$ cat config.mk
export PLATFORM = sky130hd
export DESIGN_NAME = serial_xor_sequencer_flat
export DESIGN_NICKNAME = d
export VERILOG_FILES = /design/src/rtl/serial_xor_sequencer_if.sv /design/src/rtl/serial_xor_sequencer.sv /design/src/flat_wrapper.sv
export SDC_FILE = /design/constraint.sdc
export NUM_CORES = 1
export LEC_CHECK = 0
export CAP_MARGIN = 25
export CORE_UTILIZATION = 61
export CTS_CLUSTER_SIZE = 10
export DETAILED_ROUTE_END_ITERATION = 10
export DONT_BUFFER_PORTS = 1
export HOLD_SLACK_MARGIN = 0.02
export PLACE_DENSITY_LB_ADDON = 0.12
export SYNTH_ARGS = -nofsm -noshare
export SYNTH_HDL_FRONTEND = slang
export SYNTH_HIERARCHICAL = 1
export SYNTH_SLANG_ARGS = --single-unit
$ cat constraint.sdc
create_clock -name clk -period 1.5 [get_ports clk]
set_input_delay 0.15 -clock clk [delete_from_list [all_inputs] [get_ports clk]]
set_output_delay 0.15 -clock clk [all_outputs]
set_load 0.01 [all_outputs]
$ cat src/rtl/serial_xor_sequencer_if.sv
// Handshake and operand/result bundle for the serial XOR sequencer.
interface serial_xor_sequencer_if #(
   parameter int unsigned WIDTH = 8
);
   logic             in_valid;
   logic             in_ready;
   logic [WIDTH-1:0] op_a;
   logic [WIDTH-1:0] op_b;
   logic             out_valid;
   logic             out_ready;
   logic [WIDTH-1:0] result;
   logic             parity;
   logic             busy;

   // Producer/consumer side: drives operands and accepts results.
   modport master (
      output in_valid, op_a, op_b, out_ready,
      input  in_ready, out_valid, result, parity, busy
   );

   // Sequencer side.
   modport slave (
      input  in_valid, op_a, op_b, out_ready,
      output in_ready, out_valid, result, parity, busy
   );
endinterface

$ cat src/rtl/serial_xor_sequencer.sv
// Bit-serial XOR of two operands with running parity, one bit per cycle.
// Operands are consumed LSB first; each xor bit enters the result at the MSB,
// so after WIDTH shifts the result lines up with the operand bit positions.

// Single two-input XOR cell; the sequencer computes only through instances.
module xor_gate (
   input  logic a_i,
   input  logic b_i,
   output logic y_o
);
   assign y_o = a_i ^ b_i;
endmodule

module serial_xor_sequencer #(
   parameter int unsigned WIDTH = 8
) (
   input  logic                    clk,
   input  logic                    rst,
   serial_xor_sequencer_if.slave   bus
);
   localparam int unsigned CNT_W = $clog2(WIDTH) + 1;

   localparam logic [1:0] S_IDLE  = 2'b00;
   localparam logic [1:0] S_SHIFT = 2'b01;
   localparam logic [1:0] S_DONE  = 2'b10;

   logic [1:0]       state_q,     state_d;
   logic [CNT_W-1:0] cnt_q,       cnt_d;
   logic [WIDTH-1:0] a_sh_q,      a_sh_d;
   logic [WIDTH-1:0] b_sh_q,      b_sh_d;
   logic [WIDTH-1:0] result_q,    result_d;
   logic             parity_q,    parity_d;
   logic             acc_q,       acc_d;
   logic             in_ready_q,  in_ready_d;
   logic             out_valid_q, out_valid_d;
   logic             busy_q,      busy_d;

   logic bit_x;
   logic par_x;

   // Current operand bit pair.
   xor_gate u_bit_xor (
      .a_i (a_sh_q[0]),
      .b_i (b_sh_q[0]),
      .y_o (bit_x)
   );

   // Running parity over the xor bits produced so far.
   xor_gate u_par_xor (
      .a_i (acc_q),
      .b_i (bit_x),
      .y_o (par_x)
   );

   // Next-state, datapath and registered-output decode.
   always_comb begin
      state_d  = state_q;
      cnt_d    = cnt_q;
      a_sh_d   = a_sh_q;
      b_sh_d   = b_sh_q;
      result_d = result_q;
      parity_d = parity_q;
      acc_d    = acc_q;

      case (state_q)
         S_IDLE: begin
            if (bus.in_valid) begin
               state_d = S_SHIFT;
               a_sh_d  = bus.op_a;
               b_sh_d  = bus.op_b;
               cnt_d   = '0;
               acc_d   = 1'b0;
            end
         end
         S_SHIFT: begin
            a_sh_d   = a_sh_q >> 1;
            b_sh_d   = b_sh_q >> 1;
            result_d = {bit_x, result_q[WIDTH-1:1]};
            acc_d    = par_x;
            cnt_d    = cnt_q + CNT_W'(1);
            if (cnt_q == CNT_W'(WIDTH - 1)) begin
               state_d  = S_DONE;
               parity_d = par_x;
            end
         end
         S_DONE: begin
            if (bus.out_ready) begin
               state_d = S_IDLE;
            end
         end
         default: begin
            state_d = S_IDLE;
         end
      endcase

      in_ready_d  = (state_d == S_IDLE);
      out_valid_d = (state_d == S_DONE);
      busy_d      = (state_d != S_IDLE);
   end

   // State, datapath and output registers; reset overrides any handshake.
   always_ff @(posedge clk) begin
      if (rst) begin
         state_q     <= S_IDLE;
         cnt_q       <= '0;
         a_sh_q      <= '0;
         b_sh_q      <= '0;
         result_q    <= '0;
         parity_q    <= 1'b0;
         acc_q       <= 1'b0;
         in_ready_q  <= 1'b1;
         out_valid_q <= 1'b0;
         busy_q      <= 1'b0;
      end else begin
         state_q     <= state_d;
         cnt_q       <= cnt_d;
         a_sh_q      <= a_sh_d;
         b_sh_q      <= b_sh_d;
         result_q    <= result_d;
         parity_q    <= parity_d;
         acc_q       <= acc_d;
         in_ready_q  <= in_ready_d;
         out_valid_q <= out_valid_d;
         busy_q      <= busy_d;
      end
   end

   assign bus.in_ready  = in_ready_q;
   assign bus.out_valid = out_valid_q;
   assign bus.result    = result_q;
   assign bus.parity    = parity_q;
   assign bus.busy      = busy_q;
endmodule
$ cat src/flat_wrapper.sv
// flat-port wrapper written by rule: the top's interface ports become plain ports
module serial_xor_sequencer_flat 
#(
   parameter int unsigned WIDTH = 8
)
  (clk, rst, bus_in_valid, bus_op_a, bus_op_b, bus_out_ready, bus_in_ready, bus_out_valid, bus_result, bus_parity, bus_busy);
  serial_xor_sequencer_if #(.WIDTH(WIDTH)) bus_i ();
  input  logic clk;
  input  logic rst;
  input wire logic [$bits(bus_i.in_valid)-1:0] bus_in_valid;
  input wire logic [$bits(bus_i.op_a)-1:0] bus_op_a;
  input wire logic [$bits(bus_i.op_b)-1:0] bus_op_b;
  input wire logic [$bits(bus_i.out_ready)-1:0] bus_out_ready;
  output wire logic [$bits(bus_i.in_ready)-1:0] bus_in_ready;
  output wire logic [$bits(bus_i.out_valid)-1:0] bus_out_valid;
  output wire logic [$bits(bus_i.result)-1:0] bus_result;
  output wire logic [$bits(bus_i.parity)-1:0] bus_parity;
  output wire logic [$bits(bus_i.busy)-1:0] bus_busy;
  assign bus_i.in_valid = bus_in_valid;
  assign bus_i.op_a = bus_op_a;
  assign bus_i.op_b = bus_op_b;
  assign bus_i.out_ready = bus_out_ready;
  assign bus_in_ready = bus_i.in_ready;
  assign bus_out_valid = bus_i.out_valid;
  assign bus_result = bus_i.result;
  assign bus_parity = bus_i.parity;
  assign bus_busy = bus_i.busy;
  serial_xor_sequencer #(.WIDTH(WIDTH)) u_core (.clk(clk), .rst(rst), .bus(bus_i));
endmodule
==> impl_metrics.env <==
export IMPL_synth_seq_area_share=0.455
export IMPL_h_tree_depth=2
export IMPL_p_per_area_nw_per_um2=1040
export IMPL_dpl_hpwl_um=2030
export IMPL_slew_headroom=0.726
export IMPL_synthArstFlopShare=0
export IMPL_area_growth_pct=6.90
export IMPL_cts_tree="yes"
export IMPL_synth_area_top_cells="dfxtp_1, a21oi_1, or3b_1, nand2b_1, nor3_1"
export IMPL_max_vdd_ir_drop_v=0.000946
export IMPL_core_area_um2=2300
export IMPL_synthesis_nets=201
export IMPL_row_count=17
export IMPL_drtIter0Drc=28
export IMPL_vias_per_cell=5.64
export IMPL_crit_type="reg2reg"
export IMPL_yosysWarnings=6
export IMPL_wire_per_inst_um=14.3
export IMPL_die_area_um2=2730
export IMPL_num_vias=1195
export IMPL_fin_skew_ns=0.00908
export IMPL_fin_crit_sh=0.912
export IMPL_path_clk_slew_ns=0.11
export IMPL_grt_usage=0.253
export IMPL_drc_errors=0
export IMPL_cts_setup_buffers=0
export IMPL_final_min_clock_period_ns=1.37
export IMPL_required_ns=1.73
export IMPL_synthTopCellsByCount="dfxtp_1, a21oi_1, nor2_1"
export IMPL_drv_slew=0
export IMPL_synth_top_area_frac=0.455
export IMPL_dr_pass1_iters=4
export IMPL_synth_edf_count=0
export IMPL_yosysMostFrequentCell="dfxtp_1"
export IMPL_grt_pass1_wl_um=4910
export IMPL_antenna_left=0
export IMPL_syn_avg_cell_area_um2=8.56
export IMPL_grt_antenna_before_repair=0
export IMPL_antenna_cells=0
export IMPL_place_gp_congestion=0.752
export IMPL_clock_path_buffers=2
export IMPL_yosys_most_used_dff="dfxtp_1"
export IMPL_rsz0062_at_grt="false"
export IMPL_drive_gt1_frac=0.125
export IMPL_ys_types=32
export IMPL_fin_area_um2=1650
export IMPL_pin_count=32
export IMPL_die_width_um=52.3
export IMPL_grt_max_degree=35
export IMPL_slowest_delay_ns=0.40
export IMPL_ff2ff_setup_slack_ns=0.13
export IMPL_hold_violations=0
export IMPL_synth_area_um2=1540
export IMPL_critPathLaunchType="flop"
export IMPL_cellLeakagePower_nw=0.642
export IMPL_synth_top_area_cell="dfxtp_1"
export IMPL_cts_buffers=5
export IMPL_layout_nets=204
export IMPL_critPathMaxFanout=17
export IMPL_critPathSlowestCell="dfxtp_1"
export IMPL_crit_chain="buf_4, or3b_1, a21oi_1, nor3_1"
export IMPL_path_buf_inv=1
export IMPL_start_util=0.671
export IMPL_cts_root_buf="clkbuf_4"
export IMPL_fp_dieH_um=52.3
export IMPL_tightestPinTransition_ns=0.410
export IMPL_wl_um=3030
export IMPL_setup_viol=0
export IMPL_grt_overflow=0
export IMPL_crit_arrival_ns=1.60
export IMPL_status="completed"
export IMPL_cts_sinks=35
export IMPL_synth_seq_cells=35
export IMPL_end_kind="flop"
export IMPL_hp_class="in2reg"
export IMPL_drv_cap=0
export IMPL_timing_setup_tns_ns=0
export IMPL_timing_fmax_mhz=731
export IMPL_crit_family="simple AND/OR/NAND/NOR gates"
export IMPL_clk_latency_ns=0.33
export IMPL_placed_area_um2=1540
export IMPL_grt_pass1_vias=1129
export IMPL_port_buffers=0
export IMPL_netlist_instances=180
[flip-flops by register name (all words and copies together), names as in the netlist]
name,count
u_core/state_q,2
u_core/acc_q,1
u_core/bus.busy,1
u_core/cnt_q,4
u_core/bus.in_ready,1
u_core/bus.result,8
u_core/b_sh_q,8
u_core/a_sh_q,8
u_core/bus.parity,1
u_core/bus.out_valid,1
[metal layers]
layer  vias to the layer above  share of wire  global-route usage
li1                        615              -                   -
met1                       548           0.45               0.302
met2                        30           0.49               0.402
met3                         2          0.052              0.0986
met4                         0         0.0043               0.105
met5                         -              0                   0
[final timing paths]
path | cells after the start | to | start
hold reg to reg | 2 | u_core/a_sh_q[4] | u_core/a_sh_q[4]
setup / recovery | 4 | u_core/a_sh_q[6] | u_core/state_q[0]
setup reg to reg | 4 | u_core/a_sh_q[6] | u_core/state_q[0]
hold / removal | 2 | u_core/bus.result[2] | rst
[cell usage in the layout, fill, tap and decap left out]
cell type      netlist  layout
a31oi_1              1       1
nor3b_1              1       1
a21oi_2              1       1
or3b_4               1       1
buf_12               0       1
nand3_1              3       3
a21bo_2              1       1
and2b_1              1       1
a22oi_1              4       4
ha_1                 1       1
nor2_1              19      19
buf_4                1       6
clkbuf_1             5       1
dfxtp_1             35      35
nand2_1             18      18
or2b_1               2       2
mux2i_1              1       1
or3b_1              11      11
or3b_2               3       3
o211a_1              1       1
o21bai_2             1       1
o21ba_4              0       1
clkinvlp_4           0       1
and3b_1              1       1
or3_1                1       1
clkinv_2             0       1
xor2_1               2       2
dlygate4sd3_1        0       3
nor3_1              15      15
a211oi_1             1       1
clkbuf_4             0       5
inv_2                1       1
a21oi_1             26      26
nand2b_1            13      13
[layout make-up]
cell class / count / area, um^2
clock buffers: 6 / 41.3
repair buffers: 10 / 95.1
inverters: 1 / 3.75
clock inverters: 2 / 12.5
multi-input cells: 130 / 759
fillers: 199 / 649
well taps: 28 / 35.0
flip-flops and latches: 35 / 701
[worst register-to-register path, delay by kind of cell (launching register included)]
family                 cells  cell delay, ns
flip-flops                 1            0.40
AND/OR/NAND/NOR            2            0.46
AO/OA/AOI/OAI              1            0.18
buffers and inverters      1            0.22
[per-stage QoR]
stage | instances | setup WS, ns | util | hold WS [ns] | power [mW]
3_5_place_dp | 200 | 0.101 | 0.669 | 0.224 | 1.22
2_1_floorplan | 180 | 0.264 | - | 0.298 | 1.21
6_report | 212 | 0.132 | 0.717 | 0.0635 | 1.72
5_1_grt | 212 | 0.0514 | 0.717 | 0.0444 | 1.82
4_1_cts | 212 | 0.0830 | 0.715 | 0.0545 | 1.74
3_3_place_gp | 200 | 0.178 | 0.669 | 0.222 | 1.21
[power by group]
part	internal (mW)	switching [mW]	total (mW)	leakage [nW]
Combinational	0.102	0.115	0.218	0.326
Sequential	0.981	0.0331	1.01	0.287
Clock	0.181	0.310	0.490	0.0282
[what timing repair did]
item | CTS | global route
gates resized for setup | 0 | 1
hold buffers | 4 | 0
setup endpoints to repair | 0 | 6
hold endpoints to repair | 35 | 0
[logic make-up (layout without fill, tap and decap cells)]
kind of cell,after synthesis,count (layout),share of synthesized area
xor+xnor,2,2,0.0114
compound gates,37,37,0.145
mux,1,1,0.00649
flops,35,35,0.455
simple gates,89,89,0.317
buf+inv,15,19,0.0568
fa+ha+maj,1,1,0.00812
No activity file was read; power rests on OpenSTA's default activity.
